--- src/rtl/brazo_pkg.sv ---
// Shared types and defaults for the arm's motion playback/record paths.
package brazo_pkg;

    // Playback FSM states; encoding is also what dbg_state reports.
    typedef enum logic [2:0] {
        ST_IDLE  = 3'd0,
        ST_FETCH = 3'd1,
        ST_LATCH = 3'd2,
        ST_HOLD  = 3'd3,
        ST_DONE  = 3'd4
    } state_t;

    // x-axis byte that terminates a recorded sequence.
    localparam logic [7:0] END_CODE_DEFAULT = 8'hFF;

    // 20 ms step at 50 MHz.
    localparam int DEFAULT_DWELL = 50_000_000 / 50;

    // Dwell counter width; wide enough for any practical dwell.
    localparam int TIMER_W = 32;

endpackage

--- src/rtl/playback_sequencer_dwell_timer.sv ---
// Loadable down-counter that flags expiry at zero. Shared by playback and record.
module dwell_timer #(
    parameter int W = 32
) (
    input  logic         clk,
    input  logic         rst,
    input  logic         i_clear,
    input  logic         i_load,
    input  logic [W-1:0] i_load_val,
    input  logic         i_dec,
    output logic         o_expired
);

    logic [W-1:0] r_count;

    // Clear beats load beats decrement; the counter parks at zero.
    always_ff @(posedge clk or negedge rst) begin
        if (!rst) begin
            r_count <= '0;
        end else if (i_clear) begin
            r_count <= '0;
        end else if (i_load) begin
            r_count <= i_load_val;
        end else if (i_dec && (r_count != '0)) begin
            r_count <= r_count - 1'b1;
        end
    end

    assign o_expired = (r_count == '0);

endmodule

--- src/rtl/playback_sequencer.sv ---
// Recorded-motion playback: walks the servo ROM address bus, latches the three
// axis bytes and holds each step for a fixed dwell before fetching the next.
//
// Timing: IDLE->FETCH (address settles for a synchronous ROM) -> LATCH (bytes
// captured, step_valid pulses next cycle, dwell loaded with DWELL_CYCLES-3) ->
// HOLD (count to zero, then advance). FETCH+LATCH+HOLD add up to exactly
// DWELL_CYCLES cycles between step pulses. play=0 aborts to IDLE from anywhere
// and outranks enable=0, which freezes everything and masks step_valid.
module playback_sequencer
    import brazo_pkg::*;
#(
    parameter int             ADDR_W       = 8,
    parameter int             DATA_W       = 8,
    parameter int             DWELL_CYCLES = DEFAULT_DWELL,
    parameter logic [DATA_W-1:0] END_CODE  = DATA_W'(END_CODE_DEFAULT)
) (
    input  logic              clk,
    input  logic              rst,
    input  logic              enable,
    input  logic              play,
    input  logic              loop,
    output logic [ADDR_W-1:0] rom_address,
    input  logic [DATA_W-1:0] rom_data_x,
    input  logic [DATA_W-1:0] rom_data_y,
    input  logic [DATA_W-1:0] rom_data_z,
    output logic [15:0]       data_out_x,
    output logic [15:0]       data_out_y,
    output logic [15:0]       data_out_z,
    output logic              step_valid,
    output logic              busy,
    output logic              done,
    output logic [2:0]        dbg_state
);

    localparam logic [ADDR_W-1:0]  ADDR_MAX = '1;
    localparam logic [TIMER_W-1:0] LOAD_VAL = TIMER_W'(DWELL_CYCLES - 3);

    state_t            r_state;
    logic [ADDR_W-1:0] r_addr;
    logic [15:0]       r_data_x;
    logic [15:0]       r_data_y;
    logic [15:0]       r_data_z;
    logic              r_step;
    logic              r_busy;
    logic              r_done;

    state_t            w_state_nxt;
    logic [ADDR_W-1:0] w_addr_nxt;
    logic              w_step;
    logic              w_clear;
    logic              w_load;
    logic              w_dec;
    logic              w_expired;

    dwell_timer #(
        .W (TIMER_W)
    ) u_dwell (
        .clk        (clk),
        .rst        (rst),
        .i_clear    (w_clear),
        .i_load     (w_load),
        .i_load_val (LOAD_VAL),
        .i_dec      (w_dec),
        .o_expired  (w_expired)
    );

    // Next-state, address and timer control; abort first, then pause, then FSM.
    always_comb begin
        w_state_nxt = r_state;
        w_addr_nxt  = r_addr;
        w_step      = 1'b0;
        w_clear     = 1'b0;
        w_load      = 1'b0;
        w_dec       = 1'b0;
        if (!play && (r_state != ST_IDLE)) begin
            w_state_nxt = ST_IDLE;
            w_addr_nxt  = '0;
            w_clear     = 1'b1;
        end else if (enable) begin
            case (r_state)
                ST_IDLE: begin
                    w_addr_nxt = '0;
                    if (play) w_state_nxt = ST_FETCH;
                end
                ST_FETCH: begin
                    w_state_nxt = ST_LATCH;
                end
                ST_LATCH: begin
                    if (rom_data_x == END_CODE) begin
                        if (loop) begin
                            w_addr_nxt  = '0;
                            w_state_nxt = ST_FETCH;
                        end else begin
                            w_state_nxt = ST_DONE;
                        end
                    end else begin
                        w_step      = 1'b1;
                        w_load      = 1'b1;
                        w_state_nxt = ST_HOLD;
                    end
                end
                ST_HOLD: begin
                    w_dec = 1'b1;
                    if (w_expired) begin
                        if (r_addr == ADDR_MAX) begin
                            // Top of the ROM counts as end of sequence; never wrap.
                            if (loop) begin
                                w_addr_nxt  = '0;
                                w_state_nxt = ST_FETCH;
                            end else begin
                                w_state_nxt = ST_DONE;
                            end
                        end else begin
                            w_addr_nxt  = r_addr + 1'b1;
                            w_state_nxt = ST_FETCH;
                        end
                    end
                end
                ST_DONE: begin
                    w_state_nxt = ST_DONE;
                end
                default: begin
                    w_state_nxt = ST_IDLE;
                    w_addr_nxt  = '0;
                end
            endcase
        end
    end

    // State, address and status flags; busy/done decoded from the next state.
    always_ff @(posedge clk or negedge rst) begin
        if (!rst) begin
            r_state <= ST_IDLE;
            r_addr  <= '0;
            r_step  <= 1'b0;
            r_busy  <= 1'b0;
            r_done  <= 1'b0;
        end else begin
            r_state <= w_state_nxt;
            r_addr  <= w_addr_nxt;
            r_step  <= w_step;
            r_busy  <= (w_state_nxt == ST_FETCH) || (w_state_nxt == ST_LATCH) ||
                       (w_state_nxt == ST_HOLD);
            r_done  <= (w_state_nxt == ST_DONE);
        end
    end

    // Axis commands change only on a real step; aborts leave servos where they are.
    always_ff @(posedge clk or negedge rst) begin
        if (!rst) begin
            r_data_x <= '0;
            r_data_y <= '0;
            r_data_z <= '0;
        end else if (w_step) begin
            r_data_x <= 16'(rom_data_x);
            r_data_y <= 16'(rom_data_y);
            r_data_z <= 16'(rom_data_z);
        end
    end

    assign rom_address = r_addr;
    assign data_out_x  = r_data_x;
    assign data_out_y  = r_data_y;
    assign data_out_z  = r_data_z;
    assign step_valid  = r_step;
    assign busy        = r_busy;
    assign done        = r_done;
    assign dbg_state   = r_state;

endmodule

--- config.mk ---
export PLATFORM = sky130hd
export DESIGN_NAME = playback_sequencer
export DESIGN_NICKNAME = d
export VERILOG_FILES = /design/src/rtl/brazo_pkg.sv /design/src/rtl/playback_sequencer_dwell_timer.sv /design/src/rtl/playback_sequencer.sv
export SDC_FILE = /design/constraint.sdc
export NUM_CORES = 1
export LEC_CHECK = 0
export CORE_MARGIN = 3
export CORE_UTILIZATION = 35
export DETAILED_ROUTE_END_ITERATION = 10
export SYNTH_ARGS = -nofsm -noshare
export SYNTH_HDL_FRONTEND = slang
export SYNTH_SLANG_ARGS = --single-unit
--- constraint.sdc ---
create_clock -name clk -period 2.3 [get_ports clk]
set_input_delay 0.575 -clock clk [delete_from_list [all_inputs] [get_ports clk]]
set_output_delay 0.575 -clock clk [all_outputs]
set_load 0.02 [all_outputs]
# ---- Yosys cells after proc, flatten, opt, wreduce, memory -nomap -nowiden
# Index checks and enable logic that the tools add are counted.
dict set report totals {
  latch_bits 0
  mem_bits_rw 0
  word_cells 63
  out_inout_bits 62
  ff_bits 70
  mem_count 0
  rom_bits 0
}
dict set report op_classes {
  n_addsub 2
  shift 0
  eq_ne 13
  multipliers 0
  muxes 26
  reduce_logical 13
  div_mod_pow 0
  magnitude_cmp 0
  n_bitwise 0
}
# op n
set ops {}
lappend ops {{$mux 32} 3}
lappend ops {{$mux 8} 6}
lappend ops {{$logic_not 32->1} 1}
lappend ops {{$reduce_bool 32->1} 1}
lappend ops {{$sub 32x1->32 const B} 1}
lappend ops {{$pmux 8 s3} 1}
lappend ops {{$mux 3} 7}
lappend ops {{$eq 8x8->1 const B} 2}
lappend ops {{$pmux 3 s5} 1}
lappend ops {{$eq 3x2->1 const B} 4}
lappend ops {{$add 8x1->8 const B} 1}
lappend ops {{$mux 1} 8}
lappend ops {{$eq 3x1->1 const B} 2}
lappend ops {{$eq 3x3->1 const B} 2}
lappend ops {{$reduce_bool 3->1} 2}
lappend ops {{$reduce_and 4->1} 1}
lappend ops {{$logic_not 3->1} 1}
lappend ops {{$ne 3x2->1 const B} 1}
lappend ops {{$ne 3x3->1 const B} 1}
lappend ops {{$logic_and 1x1->1} 2}
lappend ops {{$logic_or 1x1->1} 2}
lappend ops {{$ne 2x1->1 const B} 1}
lappend ops {{$reduce_bool 2->1} 1}
lappend ops {{$reduce_or 2->1} 1}
lappend ops {{$logic_not 1->1} 1}

# ---- Logic depth before layout (Yosys ltp)
# Gate-level depths: netlist of the first run.
dict set report depth {
  word_depth 9
  depth_mapped 10
  depth_no_buf 7
}

# ---- Hierarchy
# A second synthesis of the first run with hierarchy kept.
dict set report hier_totals {
  hier_cells 429
  hier_area_um2 4389.2
}
# mod cells_each seq_area_each_um2 area_per_inst_um2 n_inst
set modules_own_cells {}
lappend modules_own_cells {playback_sequencer 196 950.9 2219.6 1}
lappend modules_own_cells {dwell_timer 233 800.8 2169.6 1}

# ---- Worst setup path before layout of the first run
# OpenSTA, ideal clock, no wires.
dict set report synth_path {
  path_type {register to register}
  start {register u_dwell.r_count[5]}
  end {register u_dwell.r_count[0]}
  slack_ns 0.014
  setup_ns 0.134
  arrival_ns 2.151
  required_ns 2.166
  path_stages_with_launch 8
  cell_sequence {dfrtp_1 > or4_4 > or4_1 > buf_6 > o21ai_2 > buf_6 > xnor2_1 > a21oi_2}
}
dict set report synth_via {
  elab_chain_len 3
}
# element line
set synth_lines {}
lappend synth_lines {{start, declared} playback_sequencer_dwell_timer.sv:14} ;# logic [W-1:0] r_count;
lappend synth_lines {{start signal, assigned} playback_sequencer_dwell_timer.sv:23} ;# r_count <= i_load_val;
lappend synth_lines {{start signal, assigned} playback_sequencer_dwell_timer.sv:25} ;# r_count <= r_count - 1'b1;
lappend synth_lines {{$reduce_bool 32->1} playback_sequencer_dwell_timer.sv:24} ;# end else if (i_dec && (r_count != '0)) begin
lappend synth_lines {{$logic_and 1x1->1} playback_sequencer_dwell_timer.sv:24}
lappend synth_lines {{$reduce_bool 3->1 (no source line)} --}
# No other way between the ends.
# A chain may end at the register's enable or synchronous reset.

# ---- Final worst setup path of the first run
dict set report layout_path {
  start {register u_dwell.r_count[3]}
  end {register u_dwell.r_count[15]}
}
dict set report layout_via {
  elab_chain_len 4
}
# element line
set layout_lines {}
lappend layout_lines {{$sub 32x1->32} playback_sequencer_dwell_timer.sv:25}
lappend layout_lines {{$mux 32} playback_sequencer_dwell_timer.sv:24}
lappend layout_lines {{$mux 32} playback_sequencer_dwell_timer.sv:22} ;# end else if (i_load) begin
lappend layout_lines {{$mux 32} playback_sequencer_dwell_timer.sv:20} ;# end else if (i_clear) begin
# Several ways; a longest one is shown, not always the timed one. The select of a mux whose other input is x is not followed.

==> impl_metrics.toml, run 1 <==
[routing]
drc_errors = 0
vias = 3754
wire_per_inst_um = 15.41
drt_iter0_drc = 238
first_pass_iters = 6
postRouteAntennaNets = 0
routed_wirelength_um = 10960
vias_per_cell = 5.280

[clock_network]
clock_latency_ns = 0.33
ctsHtreeMaxLevel = 3
cts_hold_buf = 0
cts_root_buf = "clkbuf_16"
clkTransAtPathRegs_ns = 0.06
cts_tree = "built"
cts-buffers-inserted = 9
clk_path_buf_depth = 2
clkSinkCount = 70

[logic_synthesis]
synth.distinct_cells = 60
synth_area_um2 = 3936
ys_seq_area_share_pct = 44.50
syn_area_per_cell_um2 = 8.885
synth_edf_count = 0
ys_async_sr_fraction_pct = 100.0
synth_ff_type = "dfrtp_1"
synth.ff_latch_count = 70
syn_inst = 443
yosysWarnings = 0

[global_routing]
grt_max_degree = 28
track_usage_pct = 17.55
grt_pass1_wl_um = 18200
grt_pass1_vias = 3731
antenna_found_initial = 0
grt-ovfl-total = 0

[timing]
max_freq_mhz = 427.0
period_share_pct = 101.8
hold_viol = 0
skew_ns = 0.006428
holdWs_ns = 0.1522
finalSetupViolations = 10
min_period_ns = 2.342
timing.final.ws_setup_ns = -0.04215
slew_headroom_pct = 63.91
worst_slew_pin_slew_ns = 0.5394
final_max_slew_viol_count = 0
rsz0062_at_grt = "true"

[finish]
syn_to_final_growth_pct = 43.45
register_area_um2 = 1752
fillers = 1062
utilization_pct = 51.64
final_cell_mix = "nand2_1 (83), dfrtp_1 (70), clkdlybuf4s50_1 (65)"
fin_nets = 599
finalNonFillerCells = 711
drive_gt1_share_pct = 22.94
diodes = 0
final_common_cell = "nand2_1"
multi_input_area_um2 = 2112

[place]
gp_congestion = 0.8394
io_buffers = 66
place_ws_ns = -0.2071
dp_hpwl_um = 7715
place_inst = 691

[outcome]
violations = "setup timing"
status = "finished, violations left"

[critical_path]
startpoint = "u_dwell.r_count[3]$_DFFE_PN0P_"
cp.required_ns = 2.51
cp_max_fo = 8
rr_endpoint = "u_dwell.r_count[15]$_DFFE_PN0P_"
end_kind = "flip-flop"
critical_path_arrival_ns = 2.55
worstSetupEndpoint = "u_dwell.r_count[15]$_DFFE_PN0P_"
start_kind = "flip-flop"
rr_worst_depth = 7
path_class = "reg -> reg"
r2r_slack_ns = -0.04
regToRegStartpoint = "u_dwell.r_count[3]$_DFFE_PN0P_"

[die]
io_pins = 91
placementRows = 38
die_area_um2 = 12560
initial_core_util_pct = 36.00
die_h_um = 112.1
die_w_um = 112.1
design.core.area_um2 = 10940

[pwr]
p_leak_uw = 0.002566
ir_worst_vdd_v = 0.0007786
power_density_nw_per_um2 = 1550

[job]
max_cap_viol_count = 0

[worst_hold_path]
hp-class = "in -> async"
## power breakdown
group	switching, uW	internal (uW)
registers	271	1590
logic	2890	2520
clock network	538	941
total	3700	5050
## worst min-delay path by stage
stage               depth (start not counted)  slack, ns                       from                               to
floorplan                                   0       0.28                        rst                   busy$_DFF_PN0_
global placement                            2       0.46  data_out_y[1]$_DFFE_PN0P_        data_out_y[1]$_DFFE_PN0P_
detailed placement                          2       0.46  data_out_z[0]$_DFFE_PN0P_        data_out_z[0]$_DFFE_PN0P_
CTS                                         1       0.16                        rst   u_dwell.r_count[8]$_DFFE_PN0P_
global route                                1       0.18                        rst  u_dwell.r_count[11]$_DFFE_PN0P_
finish                                      1       0.15                        rst  u_dwell.r_count[12]$_DFFE_PN0P_
## cells in the mapped netlist (2+ instances only)
| cell type | count | area share, % |
|---|---|---|
| nand2_1 | 83 | 7.9 |
| dfrtp_1 | 70 | 45 |
| a21oi_1 | 27 | 3.4 |
| nor2_1 | 25 | 2.4 |
| buf_4 | 24 | 4.6 |
| clkbuf_1 | 18 | 1.7 |
| or4_1 | 16 | 3.1 |
| o21ai_0 | 15 | 1.9 |
| or3_1 | 14 | 2.2 |
| o31ai_1 | 11 | 2.1 |
| nor3_1 | 10 | 1.3 |
| xor2_1 | 10 | 2.2 |
| a31oi_1 | 8 | 1.3 |
| nand2b_1 | 8 | 1.3 |
| nand4_1 | 8 | 1.3 |
| nand3_1 | 7 | 0.89 |
| or2_2 | 7 | 1.1 |
| inv_1 | 6 | 0.57 |
| o211ai_1 | 6 | 1.1 |
| and3_1 | 5 | 0.79 |
| mux2i_1 | 4 | 1.0 |
| a211oi_1 | 3 | 0.57 |
| and2_1 | 3 | 0.48 |
| buf_6 | 3 | 0.86 |
| ha_1 | 3 | 0.95 |
| nor4_1 | 3 | 0.48 |
| o2111ai_1 | 3 | 0.67 |
| o21a_1 | 3 | 0.57 |
| o41ai_1 | 3 | 0.67 |
| nand3b_1 | 2 | 0.38 |
| nand4b_1 | 2 | 0.45 |
| nor3b_1 | 2 | 0.38 |
| o21ai_2 | 2 | 0.45 |
| o221ai_1 | 2 | 0.45 |
| or4_4 | 2 | 0.57 |
## worst max-delay path, stage by stage, from the launching register on
cell and delay (ns):
dfrtp_1 0.39, or4_4 0.57, or4_4 0.63, nor2_4 0.23, buf_6 0.13, buf_6 0.10
or4_4 0.11, a21oi_1 0.05
## flip-flops by register name, summed over array words and instances (netlist names)
name and count:
u_dwell.r_count 32, data_out_x 8, data_out_y 8, data_out_z 8, rom_address 8, dbg_state 3
busy 1, done 1, step_valid 1
## metrics by stage
step	setup TNS [ns]	cell area, um^2	total power (uW)
after global placement	-2.896	5101	6359
after detailed placement	-5.291	5101	6434
after global routing	-2.268	5647	9356
after floorplan	0	4023	4471
after CTS	-0.2032	5525	8478
final	-0.1818	5647	8750
## repair_timing
item                                    in CTS  in global routing
setup buffers                                5                  1
endpoints found under the setup margin      36                 41
resized for setup                           16                 30
pin swaps                                    8                 19
## per-layer routing
| layer | global-route usage [%] | up-vias | part of all wire, % |
|---|---|---|---|
| met2 | 27.66 | 128 | 47 |
| met3 | 5.499 | 19 | 7.8 |
| met5 | 0 | - | 0 |
| met1 | 23.12 | 1824 | 44 |
| met4 | 5.849 | 0 | 1.5 |
| li1 | - | 1783 | - |
## cell type report
| cell class | count | share of cell area (%) |
|---|---|---|
| multi-input combinational | 341 | 37.40 |
| inverter | 7 | 0.4653 |
| sequential | 70 | 31.02 |
| clock buffer | 9 | 3.988 |
| timing repair buffer | 138 | 22.47 |
| tap | 140 | 3.102 |
| clock inverter | 6 | 1.551 |
## cells by family after synthesis
group                    count (synthesis)  synth area share (%)
multiplexers                             4                 1.017
XOR/XNOR                                11                 2.447
flip-flops                              70                 44.50
adder cells (fa/ha/maj)                  3                0.9537
other                                    1               0.09527
buffers and inverters                   55                 8.423
AO/OA/AOI/OAI                           93                 15.39
AND/OR/NAND/NOR                        206                 27.18
Note: power is estimated with default switching activity, not from simulation.
==> inputs of run 2 (changes only) <==
--- a/config.mk
+++ b/config.mk
@@ -5,9 +5,11 @@
 export SDC_FILE = /design/constraint.sdc
 export NUM_CORES = 1
 export LEC_CHECK = 0
+export ABC_AREA = 1
 export CORE_MARGIN = 3
 export CORE_UTILIZATION = 35
 export DETAILED_ROUTE_END_ITERATION = 10
+export DONT_BUFFER_PORTS = 1
 export SYNTH_ARGS = -nofsm -noshare
 export SYNTH_HDL_FRONTEND = slang
 export SYNTH_SLANG_ARGS = --single-unit
==> constraint.sdc (replaced) <==
create_clock -name clk -period 1.9 [get_ports clk]
set_input_delay 0.475 -clock clk [delete_from_list [all_inputs] [get_ports clk]]
set_output_delay 0.475 -clock clk [all_outputs]
set_load 0.02 [all_outputs]
==> impl_metrics.toml, run 2 <==
[logic_synthesis]
yosysWarnings = 0
synth_area_um2 = 4467
ys_async_sr_fraction_pct = 100.0
synth_edf_count = 0
yosysMostFrequentCell = "nand2_1"
ys_top_cells_by_count = "nand2_1 (229), nor2_1 (99), dfrtp_1 (70)"
yosys.area.top_type = "dfrtp_1"
synth.ff_latch_count = 70
synth.distinct_cells = 33
yosysTopAreaCellShare_pct = 39.22
syn_area_per_cell_um2 = 6.788
syn_inst = 658
ys_seq_area_share_pct = 39.22
ys_top_cells_by_area = "dfrtp_1 (39%), nand2_1 (19%), nor2_1 (8.3%)"
synth_ff_type = "dfrtp_1"

[critical_path]
cp.required_ns = 2.12
r2r_slack_ns = 0.13
cp_max_fo = 14
start_kind = "flip-flop"
path_class = "reg -> reg"
end_kind = "flip-flop"
critical_path_arrival_ns = 1.99

[finish]
drive_gt1_share_pct = 13.21
fillers = 1261
register_area_um2 = 1752
utilization_pct = 42.98
largest_reg_flops = 32
fin_nets = 731
syn_to_final_growth_pct = 17.98
final_common_cell = "nand2_1"
final_cell_mix = "nand2_1 (228), nor2_1 (92), dfrtp_1 (70)"
regMostFlops = "u_dwell.r_count"
diodes = 0
multi_input_area_um2 = 2390

[global_routing]
grt-ovfl-total = 0
antenna_found_initial = 0
grt_pass1_wl_um = 20200
grt_max_degree = 71
track_usage_pct = 17.46
grt_pass1_vias = 4107

[timing]
skew_ns = 0.008699
rsz0062_at_grt = "true"
fin_setup_tns_ns = 0
max_freq_mhz = 563.5
final_max_slew_viol_count = 0
hold_viol = 70
min_period_ns = 1.775
finalSetupViolations = 0
period_share_pct = 93.40
holdWs_ns = -0.1783

[place]
dp_hpwl_um = 8952
io_buffers = 0
gp_congestion = 0.9121

[die]
design.core.area_um2 = 12260
die_area_um2 = 14150
die_w_um = 119.0
placementRows = 40
die_h_um = 119.0
io_pins = 91
initial_core_util_pct = 36.43

[clock_network]
ctsHtreeMaxLevel = 3
clkSinkCount = 70
cts_root_buf = "clkbuf_16"
clkTransAtPathRegs_ns = 0.06
clk_path_buf_depth = 2
cts-buffers-inserted = 9
cts_tree = "built"
clock_latency_ns = 0.34

[job]
max_cap_viol_count = 0

[routing]
dr_wl_met2_um = 5989
wl_met3_um = 811
routed_wirelength_um = 12630
drc_errors = 0
vias = 4342
vias_per_cell = 4.979
drt_iter0_drc = 306
wire_per_inst_um = 14.48
first_pass_iters = 5
top_layer = "met4"
postRouteAntennaNets = 0
wl_met1_um = 5599

[pwr]
power_density_nw_per_um2 = 2051
p_leak_uw = 0.002814
ir_worst_vdd_v = 0.0007623

[outcome]
violations = "hold timing"
status = "finished, violations left"

[worst_hold_path]
hp-class = "in -> async"
==> run 2: cell count changes after synthesis, sizes merged, moves of 10 or more <==
cell	change
a21oi	-19
clkbuf	-14
inv	+38
nand2	+148
nand3	+64
nor2	+75
o21ai	+21
o31ai	-10
or3	-14
or4	-18
==> run 2: layout make-up <==
type                       count  share of cell area, %
tap                          168                  3.989
sequential                    70                  33.24
multi-input combinational    523                  45.35
timing repair buffer          49                  8.333
inverter                      46                  3.276
clock buffer                   9                  4.274
clock inverter                 7                  1.543
==> run 2: report_power, final <==
part / switching [uW] / leakage (uW) / internal (uW) / total [uW]
Clock: 696 / 0.000147 / 1030 / 1730
Combinational: 4010 / 0.00174 / 2240 / 6260
Sequential: 797 / 0.000928 / 2030 / 2820
Total: 5510 / 0.00281 / 5300 / 10800
==> run 2: kinds of logic (layout without fill, tap and decap cells) <==
logic type / Yosys count / count (layout) / synth area share, %
buffers and inverters: 89 / 111 / 10.14
AOI/OAI and AO/OA: 58 / 58 / 7.283
and+or+nand+nor: 423 / 424 / 39.69
other: 1 / 24 / 0.08395
xor gates and xnor gates: 14 / 14 / 2.745
DFF: 70 / 70 / 39.22
adders and majority gates: 3 / 3 / 0.8404
==> run 2: timing repair <==
action	4_1_cts	5_1_grt
endpoints found under the setup margin	8	66
pin swaps	1	2
setup buffers	0	4
gates resized for setup	1	14
endpoints found under the hold margin	70	70
cloned	0	2
==> run 2: worst paths after layout <==
kind                                                startpoint                              to  cells past startpoint
worst max-delay path                    dbg_state[1]$_DFF_PN0_  u_dwell.r_count[2]$_DFFE_PN0P_                      9
worst min-delay path                                       rst       data_out_x[2]$_DFFE_PN0P_                      0
worst max register to register          dbg_state[1]$_DFF_PN0_  u_dwell.r_count[2]$_DFFE_PN0P_                      9
worst min register to register  u_dwell.r_count[8]$_DFFE_PN0P_  u_dwell.r_count[8]$_DFFE_PN0P_                      2
max in group asynchronous                                  rst      rom_address[2]$_DFFE_PN0P_                      0
min in group clk                                 rom_data_x[0]       data_out_x[0]$_DFFE_PN0P_                      2
==> run 2: metal layers <==
layer / GRT usage [%] / vias up
met5: 0 / -
met3: 4.274 / 23
met2: 29.13 / 142
met4: 5.214 / 0
li1: - / 2127
met1: 22.41 / 2050
==> run 2: through the flow <==
| step | total power (uW) | hold WS, ns | area (um^2) | cells | worst slack [ns] |
|---|---|---|---|---|---|
| after floorplan | 7029 | 0.1794 | 4553 | 681 | 0.1443 |
| after global placement | 8662 | 0.1811 | 4851 | 850 | 0.03662 |
| after detailed placement | 8780 | 0.1807 | 4851 | 850 | -0.05368 |
| after CTS | 10570 | -0.1904 | 5161 | 866 | 0.003305 |
| after global routing | 11850 | -0.1953 | 5270 | 872 | -0.004247 |
| final | 10810 | -0.1783 | 5270 | 872 | 0.1255 |
==> run 2: worst max-delay path, cell delays in order, from the launching register on <==
cell,delay (ns)
dfrtp_1,0.44
inv_2,0.11
nand2_2,0.09
o21bai_4,0.21
inv_2,0.15
nor2_8,0.17
inv_2,0.08
nand3_2,0.08
buf_4,0.21
o21ai_0,0.10
==> inputs of run 3 (changes only) <==
--- a/config.mk
+++ b/config.mk
@@ -6,7 +6,6 @@
 export NUM_CORES = 1
 export LEC_CHECK = 0
 export ABC_AREA = 1
-export CORE_MARGIN = 3
 export CORE_UTILIZATION = 35
 export DETAILED_ROUTE_END_ITERATION = 10
 export DONT_BUFFER_PORTS = 1
==> impl_metrics.toml, run 3 (synthesis gave the netlist of run 2 again) <==
[global_routing]
track_usage_pct = 18.67
grt_max_degree = 71
grt-ovfl-total = 0
grt_pass1_wl_um = 19520
antenna_found_initial = 0
grt_pass1_vias = 4002

[routing]
routed_wirelength_um = 12180
postRouteAntennaNets = 0
wire_per_inst_um = 14.06
vias_per_cell = 4.980
drt_iter0_drc = 355
drc_errors = 0
first_pass_iters = 5
vias = 4313

[timing]
skew_ns = 0.005761
fin_setup_tns_ns = 0
hold_viol = 70
timing.final.ws_setup_ns = 0.1490
holdWs_ns = -0.1658
period_share_pct = 92.16
finalSetupViolations = 0
final_max_slew_viol_count = 0
max_freq_mhz = 571.1
min_period_ns = 1.751

[critical_path]
start_kind = "flip-flop"
cp_max_fo = 19
rr_worst_depth = 9
path_class = "reg -> reg"
critical_path_arrival_ns = 1.97
worstPathCellList = "inv_2 -> nand2_2 -> o21bai_4 -> buf_6 -> nand2_1 -> o21bai_1 -> nand3_1 -> buf_4 -> o21ai_0"
r2r_slack_ns = 0.15
regToRegStartpoint = "dbg_state[1]$_DFF_PN0_"
critical_path.slowest_cell = "dfrtp_1"
cp.required_ns = 2.11
cp_top_family = "buffers and inverters"
crit_buf_inv = 3
end_kind = "flip-flop"
rr_endpoint = "rom_address[7]$_DFFE_PN0P_"
slowest_delay_ns = 0.44

[die]
io_pins = 91
initial_core_util_pct = 36.58
die_w_um = 115.0
placementRows = 40
design.core.area_um2 = 12210
die_h_um = 115.0
die_area_um2 = 13220

[finish]
multi_input_area_um2 = 2392
fillers = 1308
register_area_um2 = 1752
largest_reg_flops = 32
regMostFlops = "u_dwell.r_count"
diodes = 0
fin_nets = 725
syn_to_final_growth_pct = 16.19
final_cell_mix = "nand2_1 (228), nor2_1 (94), dfrtp_1 (70)"
final_common_cell = "nand2_1"
finalNonFillerCells = 866
drive_gt1_share_pct = 12.46

[pwr]
power_density_nw_per_um2 = 2055
pwr-share-comb_pct = 57.0
power_frac_seq_pct = 26.6
ir_worst_vdd_v = 0.0008815
swShare_pct = 51.23
power.share.clock_pct = 16.4
p_leak_uw = 0.002761
power.net_switching_uw = 5465
internal_power_uw = 5203

[clock_network]
clock_latency_ns = 0.34
clkSinkCount = 70
cts_tree = "built"
cts-buffers-inserted = 9
ctsHtreeMaxLevel = 3
clk_path_buf_depth = 2
cts_root_buf = "clkbuf_16"
clkTransAtPathRegs_ns = 0.06

[place]
gp_congestion = 0.9191
dp_hpwl_um = 8795
place_inst = 847
io_buffers = 0
place_ws_ns = 0.009567

[outcome]
violations = "hold timing"
status = "finished, violations left"

[worst_hold_path]
hp-class = "in -> async"

[job]
max_cap_viol_count = 0
run 3: what timing repair did:
action / CTS / global route
setup buffers: 0 / 2
endpoints found under the hold margin: 70 / 70
gates resized for setup: 0 / 14
endpoints found under the setup margin: 0 / 66
run 3: layout make-up:
class                      instances  share of cell area [%]
multi-input combinational        523                   46.09
sequential                        70                   33.75
timing repair buffer              43                   6.847
clock buffer                       9                   4.339
tap                              168                   4.050
inverter                          46                   3.327
clock inverter                     7                   1.591
run 3: worst max path at each step:
stage / end / depth (start not counted) / slack [ns] / startpoint
6_report: rom_address[7]$_DFFE_PN0P_ / 9 / 0.15 / dbg_state[1]$_DFF_PN0_
3_5_place_dp: u_dwell.r_count[1]$_DFFE_PN0P_ / 9 / 0.01 / dbg_state[2]$_DFF_PN0_
2_1_floorplan: done$_DFF_PN0_ / 9 / 0.14 / rom_address[0]$_DFFE_PN0P_
5_1_grt: u_dwell.r_count[20]$_DFFE_PN0P_ / 9 / -0.05 / u_dwell.r_count[5]$_DFFE_PN0P_
3_3_place_gp: u_dwell.r_count[1]$_DFFE_PN0P_ / 9 / 0.08 / rom_data_x[1]
4_1_cts: u_dwell.r_count[11]$_DFFE_PN0P_ / 9 / 0.001 / dbg_state[2]$_DFF_PN0_
run 3: worst register-to-register path: cells and delay by family (launching register included):
kind                   cells  cell delay (ns)
AOI/OAI and AO/OA          3             0.41
buffers and inverters      3             0.54
DFF                        1             0.44
and+or+nand+nor            3             0.25
run 3: power groups by stage:
stage | Clock [uW] | Sequential [uW] | Combinational [uW]
2_1_floorplan | 0 | 2770 | 4260
3_3_place_gp | 0 | 2840 | 5760
3_5_place_dp | 0 | 2840 | 5870
4_1_cts | 1780 | 2820 | 5930
5_1_grt | 1840 | 2900 | 6890
6_report | 1750 | 2840 | 6080
run 3: layer usage:
layer | global-route usage [%] | routed length, um | up-vias
met3 | 3.901 | 630 | 16
met2 | 31.12 | 5843 | 128
li1 | - | - | 2116
met4 | 5.195 | 153 | 0
met5 | 0 | 0 | -
met1 | 24.49 | 5550 | 2053
run 3: metrics by stage:
step                util, %  total power (uW)  area (um^2)
CTS                   41.96             10530         5124
global route          42.50             11620         5190
global placement      39.44              8595         4816
finish                42.50             10670         5190
floorplan                 -              7029         4553
detailed placement    39.44              8710         4816
